[src/rtl/ahb_mem_arbiter.sv]
// AHB-Lite master for the RV32I core: round-robin arbitration between the I-cache and
// D-cache, issuing SINGLE/INCR bursts with pipelined address and data phases.
module ahb_mem_arbiter #(
  parameter int unsigned MAX_BEATS = 8,
  parameter int unsigned LEN_W     = 4
) (
  input  logic             clk,
  input  logic             reset,
  input  logic             i_req,
  input  logic [31:0]      i_addr,
  input  logic [LEN_W-1:0] i_len,
  output logic             i_rvalid,
  output logic [31:0]      i_rdata,
  output logic             i_done,
  output logic             i_err,
  input  logic             d_req,
  input  logic [31:0]      d_addr,
  input  logic [LEN_W-1:0] d_len,
  input  logic             d_write,
  input  logic [31:0]      d_wdata,
  output logic             d_wnext,
  output logic             d_rvalid,
  output logic [31:0]      d_rdata,
  output logic             d_done,
  output logic             d_err,
  output logic [31:0]      HADDR,
  output logic [1:0]       HTRANS,
  output logic             HWRITE,
  output logic [2:0]       HSIZE,
  output logic [2:0]       HBURST,
  output logic [3:0]       HPROT,
  output logic             HMASTLOCK,
  output logic [31:0]      HWDATA,
  input  logic [31:0]      HRDATA,
  input  logic             HREADY,
  input  logic             HRESP
);

  typedef enum logic [1:0] {IDLE, XFER, DRAIN} state_t;

  localparam logic [1:0] HT_IDLE   = 2'b00;
  localparam logic [1:0] HT_NONSEQ = 2'b10;
  localparam logic [1:0] HT_SEQ    = 2'b11;

  state_t           state;
  logic             owner_d;
  logic             last_grant_d;
  logic [LEN_W-1:0] len_q;
  logic [LEN_W-1:0] issued;
  logic             dp_valid;
  logic             dp_write;

  logic             i_cand, d_cand, grant_d, accept, dp_done;
  logic [31:0]      sel_addr;
  logic [LEN_W-1:0] sel_len, eff_len;

  assign HSIZE     = 3'b010;
  assign HMASTLOCK = 1'b0;

  always_comb begin
    // Any done pulse blocks arbitration, giving one idle cycle between transactions.
    i_cand   = i_req && !i_done && !d_done;
    d_cand   = d_req && !i_done && !d_done;
    grant_d  = d_cand && (!i_cand || !last_grant_d);
    sel_addr = grant_d ? d_addr : i_addr;
    sel_len  = grant_d ? d_len : i_len;
    if (sel_len == '0)
      eff_len = LEN_W'(1);
    else if (sel_len > LEN_W'(MAX_BEATS))
      eff_len = LEN_W'(MAX_BEATS);
    else
      eff_len = sel_len;
    accept  = (state == XFER) && (HTRANS != HT_IDLE) && HREADY && !HRESP;
    dp_done = dp_valid && HREADY;
    d_wnext = accept && owner_d && HWRITE;
  end

  always_ff @(posedge clk or posedge reset) begin
    if (reset) begin
      state        <= IDLE;
      owner_d      <= 1'b0;
      last_grant_d <= 1'b1;
      len_q        <= '0;
      issued       <= '0;
      dp_valid     <= 1'b0;
      dp_write     <= 1'b0;
      HADDR        <= '0;
      HTRANS       <= HT_IDLE;
      HWRITE       <= 1'b0;
      HBURST       <= 3'b000;
      HPROT        <= 4'b0011;
      HWDATA       <= '0;
      i_rvalid     <= 1'b0;
      i_rdata      <= '0;
      i_done       <= 1'b0;
      i_err        <= 1'b0;
      d_rvalid     <= 1'b0;
      d_rdata      <= '0;
      d_done       <= 1'b0;
      d_err        <= 1'b0;
    end else begin
      i_rvalid <= 1'b0;
      i_done   <= 1'b0;
      i_err    <= 1'b0;
      d_rvalid <= 1'b0;
      d_done   <= 1'b0;
      d_err    <= 1'b0;
      case (state)
        IDLE: begin
          if (i_cand || d_cand) begin
            owner_d      <= grant_d;
            last_grant_d <= grant_d;
            len_q        <= eff_len;
            issued       <= LEN_W'(1);
            dp_valid     <= 1'b0;
            HADDR        <= sel_addr;
            HTRANS       <= HT_NONSEQ;
            HWRITE       <= grant_d && d_write;
            HBURST       <= (eff_len == LEN_W'(1)) ? 3'b000 : 3'b001;
            HPROT        <= grant_d ? 4'b0011 : 4'b0010;
            state        <= XFER;
          end
        end
        XFER, DRAIN: begin
          if (dp_valid && HRESP) begin
            HTRANS <= HT_IDLE;
            if (HREADY) begin
              // Second error cycle: the errored beat is dropped and the rest abandoned.
              dp_valid <= 1'b0;
              state    <= IDLE;
              if (owner_d) begin
                d_err  <= 1'b1;
                d_done <= 1'b1;
              end else begin
                i_err  <= 1'b1;
                i_done <= 1'b1;
              end
            end else begin
              state <= DRAIN;
            end
          end else begin
            if (dp_done && !dp_write) begin
              if (owner_d) begin
                d_rdata  <= HRDATA;
                d_rvalid <= 1'b1;
              end else begin
                i_rdata  <= HRDATA;
                i_rvalid <= 1'b1;
              end
            end
            if (accept) begin
              dp_valid <= 1'b1;
              dp_write <= HWRITE;
              if (HWRITE)
                HWDATA <= d_wdata;
              if (issued < len_q) begin
                HADDR  <= HADDR + 32'd4;
                HTRANS <= HT_SEQ;
                issued <= issued + LEN_W'(1);
              end else begin
                HTRANS <= HT_IDLE;
                state  <= DRAIN;
              end
            end else if (dp_done) begin
              dp_valid <= 1'b0;
            end
            if ((state == DRAIN) && dp_done) begin
              state <= IDLE;
              if (owner_d)
                d_done <= 1'b1;
              else
                i_done <= 1'b1;
            end
          end
        end
        default: state <= IDLE;
      endcase
    end
  end

endmodule
[config.mk]
export PLATFORM = sky130hd
export DESIGN_NAME = ahb_mem_arbiter
export DESIGN_NICKNAME = d
export VERILOG_FILES = /design/src/rtl/ahb_mem_arbiter.sv
export SDC_FILE = /design/constraint.sdc
export NUM_CORES = 1
export LEC_CHECK = 0
export BUFFER_PORTS_ARGS = -buffer_cell sky130_fd_sc_hd__buf_4
export CORE_UTILIZATION = 49
export DETAILED_ROUTE_END_ITERATION = 7
export GPL_TIMING_DRIVEN = 0
export PLACE_DENSITY = 0.82
export SKIP_CTS_REPAIR_TIMING = 1
export SYNTH_ARGS = -nofsm -noshare
export SYNTH_HDL_FRONTEND = slang
export SYNTH_SLANG_ARGS = --single-unit
[constraint.sdc]
create_clock -name clk -period 7.31 [get_ports clk]
set_clock_uncertainty 0.1 [all_clocks]
set_input_delay 1.462 -clock clk [delete_from_list [all_inputs] [get_ports clk]]
set_output_delay 1.462 -clock clk [all_outputs]
set_load 0.05 [all_outputs]
After elaboration in Yosys (flattened, before gate mapping) --
Index checks and enable logic that the tools add are counted.
Storage, ports and cells: register bits 158
Operators by class: add/sub/neg operators 2, $lt $le $gt $ge 2, eq/ne operators 12, mux-type cells 54, bitwise operators 2, reduce and logical (&&, ||, !) cells 37
Operators by type and width (count):
- two-way mux 32 bit | 5
- case mux 32 bit (2 select lines) | 1
- adder 32 x 3 -> 32 bit, second input constant | 1
- two-way mux 4 bit | 7
- two-way mux 1 bit | 27
- two-way mux 2 bit | 10
- AND reduction 4 bit | 4
- logical AND 1 bit | 15
- != test 4 bit, second input constant | 3
- AND reduction 3 bit | 3
- != test 2 bit, second input constant | 4
- case mux 2 bit (2 select lines) | 2
- case mux 4 bit (2 select lines) | 1
- zero test 1 bit | 6
- != test 3 bit, second input constant | 2
- AND reduction 5 bit | 1
- adder 4 x 1 -> 4 bit, second input constant | 1
- == test 4 x 1 -> 1 bit, second input constant | 1
- greater-than comparator 4 bit, second input constant | 1
- zero test 4 bit | 1
- less-than comparator 4 bit | 1
- nonzero test 2 bit | 2
- == test 2 x 1 -> 1 bit, second input constant | 1
- == test 2 bit, second input constant | 1
- 6 further kinds | 8

Depth between registers and ports, before layout --
depth in word-level cells 12, mapped depth 9, gate-level depth less buffers 7

Worst setup path before layout --
OpenSTA, ideal clock, no wires.
path kind input-to-output, from input port HREADY, to output port d_wnext, data arrival time 2346 ps, data required time 5748 ps, path slack 3402 ps, stages 3, cells stage by stage nor2b_1 > o211a_1 > and3_1
On the way: word-level cells in the longest chain between the ends 4
RTL lines:
- start, declared | line 35 | input logic HREADY,
- logical AND 1 bit (2 in series) | line 73 | accept = (state == XFER) && (HTRANS != HT_IDLE) && HREADY && !HRESP;
- logical AND 1 bit (2 in series) | line 75 | d_wnext = accept && owner_d && HWRITE;
- end, declared | line 21 | output logic d_wnext,
No other way between the ends.

Worst setup path in the final report --
Same ends and word-level chain as after synthesis.

==> results.py <==
metrics = {
    "sta": {
        "max_slew_margin": 0.173,
        "rsz0062_at_grt": "false",
        "fmax_ghz": 0.250,
        "finalCritPeriodShare": 0.548,
        "fin_setup_tns_ns": 0,
        "setup_viol": 0,
        "tightest_slew_ns": 1.23,
        "min_period_ns": 4.01,
        "slew_viol_final": 0,
        "hold_viol": 0,
    },
    "global_route": {
        "grt_pass1_wl_mm": 34.7,
        "grt_start_max_net_pins": 87,
        "track_usage": 0.287,
        "grt_pass1_vias": 6553,
        "antenna_found_initial": 0,
        "grt_overflow": 0,
    },
    "cells_and_area": {
        "drive_above_1_share": 0.478,
        "area_growth_pct": 40.3,
        "fin_area_um2": 10300,
        "fin_nets": 1087,
        "diodes": 0,
        "seqCellArea_um2": 3800,
        "multi_input_area_um2": 3260,
        "fill_cells": 1082,
        "utilization": 0.706,
    },
    "synth": {
        "syn_inst": 625,
        "yosysMostFrequentCell": "dfrtp_1",
        "synthDistinctLibCells": 63,
        "synth_top_cell_by_area": "dfrtp_1",
        "netlist_area_um2": 7340,
        "synth_top_cell_area_share": 0.515,
        "ys_ff_latch": 152,
        "synth_seq_area_share": 0.519,
        "synthTopCellsByArea": "dfrtp_1 52%, mux2_2 16%, mux2i_1 2.6%",
        "async_flop_share": 1.00,
        "yosys_most_used_dff": "dfrtp_1",
        "yosys-top-cells-count": "151 x dfrtp_1, 107 x mux2_2, 35 x nand2_1, 27 x nand3_1, 24 x clkbuf_1",
        "syn_area_per_cell_um2": 11.7,
        "yosysWarnings": 0,
        "synth_edf_count": 0,
    },
    "clock_network": {
        "tritoncts": "done",
        "path_clk_slew_ns": 0.06,
        "htreeDepth": 4,
        "cts_made_buffers": 17,
        "clock_latency_ns": 0.43,
        "cts_buffer_depth": 2,
        "clock_sinks": 152,
        "cts-root-buf": "clkbuf_16",
    },
    "critical_path": {
        "cp-start-kind": "input port",
        "cp_common_cell": "buf_4",
        "crit_path_end_kind": "output port",
        "setup.worst_path.class": "in -> out",
        "cp_slowest_stage_delay_ns": 0.26,
        "arrival_ns": 2.45,
        "path_cells": "buf_4, nor2b_1, o211a_1, and3_1, buf_4",
        "r2r_cells": 8,
        "path_max_fanout": 6,
        "critical-path-slowest-cell": "o211a_1",
        "required_ns": 5.75,
    },
    "detailed_routing": {
        "wire_per_inst_um": 19.1,
        "first_pass_iters": 6,
        "drt_wl_total_mm": 21.6,
        "drt-vias-per-instance": 5.69,
        "vias": 6437,
        "ant_nets": 0,
        "drc": 0,
        "drtIter0Drc": 504,
    },
    "floorplan": {
        "initial_core_util": 0.503,
        "coreArea_um2": 14600,
        "row_count": 44,
        "die_h_um": 124,
        "die_area_um2": 15500,
        "die_w_um": 124,
        "ios": 292,
    },
    "pwr": {
        "peakVddDrop_mv": 0.171,
        "power_mw": 1.93,
        "power.density_nw_per_um2": 187,
        "p_leak_nw": 5.27,
    },
    "run_status": {
        "status": "finished clean",
    },
    "placed_design": {
        "dpl_cell_area_um2": 9740,
        "gp_congestion": 0.933,
        "hpwl_mm": 16.2,
        "port_buffers": 282,
    },
    "worst_hold_path": {
        "whs_path_depth": 1,
        "hold_class": "reg -> reg",
    },
    "run": {
        "maxCapViolCount": 0,
    },
}
-- per-layer routing --
metal / track usage / vias to the layer above / wire [um] / share of wire
li1: - / 2931 / - / -
met1: 0.324 / 3086 / 7820 / 0.36
met2: 0.474 / 362 / 10700 / 0.50
met3: 0.117 / 58 / 2350 / 0.11
met4: 0.128 / 0 / 726 / 0.034
met5: 0 / - / 0 / 0
-- power by group --
part	internal, mW	total, mW	switching (mW)
clock network	0.452	0.830	0.378
registers	0.859	0.870	0.0110
logic	0.0993	0.230	0.130
-- final timing paths --
check                               from          end  slack, ns
max in group asynchronous          reset  i_rdata[18]       5.27
min in group asynchronous          reset   HWDATA[30]       1.02
worst min-delay path            HADDR[1]     HADDR[1]       0.39
worst min register to register  HADDR[1]     HADDR[1]       0.39
worst max register to register  state[0]    issued[3]       4.06
worst max-delay path              HREADY      d_wnext       3.30
-- cell type report --
type,count,share of cell area
tap,184,0.0224
multi-input combinational,421,0.317
buffer,42,0.0226
sequential,152,0.370
clock buffer,19,0.0430
inverter,17,0.00668
clock inverter,13,0.0107
timing repair buffer,283,0.208
-- worst max-delay path: cells and delay by family --
kind            cells  cell delay (ns)
compound gates      1             0.26
buf+inv             2             0.31
simple gates        2             0.41
-- through the flow --
stage          hold WS, ns  instances  setup slack (ns)
6_report             0.393       1131              3.30
5_1_grt              0.421       1131              3.25
4_1_cts              0.395       1131              3.31
3_5_place_dp         0.378       1099              3.32
3_3_place_gp         0.376       1098            -0.119
2_1_floorplan        0.351        632              1.66
-- layout by cell type, fill, tap and decap left out, types with 11 or more instances in the layout --
cell type,Yosys,layout
mux2i_1,19,19
nor2_1,21,21
nand2_1,35,35
clkbuf_1,24,25
nor3_1,11,11
a21oi_1,11,11
buf_4,10,292
dfrtp_1,151,151
clkbuf_16,0,17
nand3_1,27,27
nand4_1,11,11
a31oi_1,12,12
inv_1,16,15
mux2_2,107,107
o21ai_0,22,22
-- flip-flops by register name (all words and copies together), names as in the netlist, 2 cells and up --
register	cells
HADDR	32
d_rdata	32
HWDATA	32
i_rdata	32
issued	4
len_q	4
HTRANS	2
state	2
-- cell families after synthesis --
| family | Yosys count | share of synthesized area |
|---|---|---|
| DFF | 152 | 0.519 |
| and+or+nand+nor | 146 | 0.105 |
| AOI/OAI and AO/OA | 130 | 0.128 |
| muxes | 126 | 0.190 |
| buffers and inverters | 59 | 0.0404 |
| adders and majority gates | 10 | 0.0171 |
| other | 2 | 0.00102 |
Note: power is estimated with default switching activity, not from simulation.
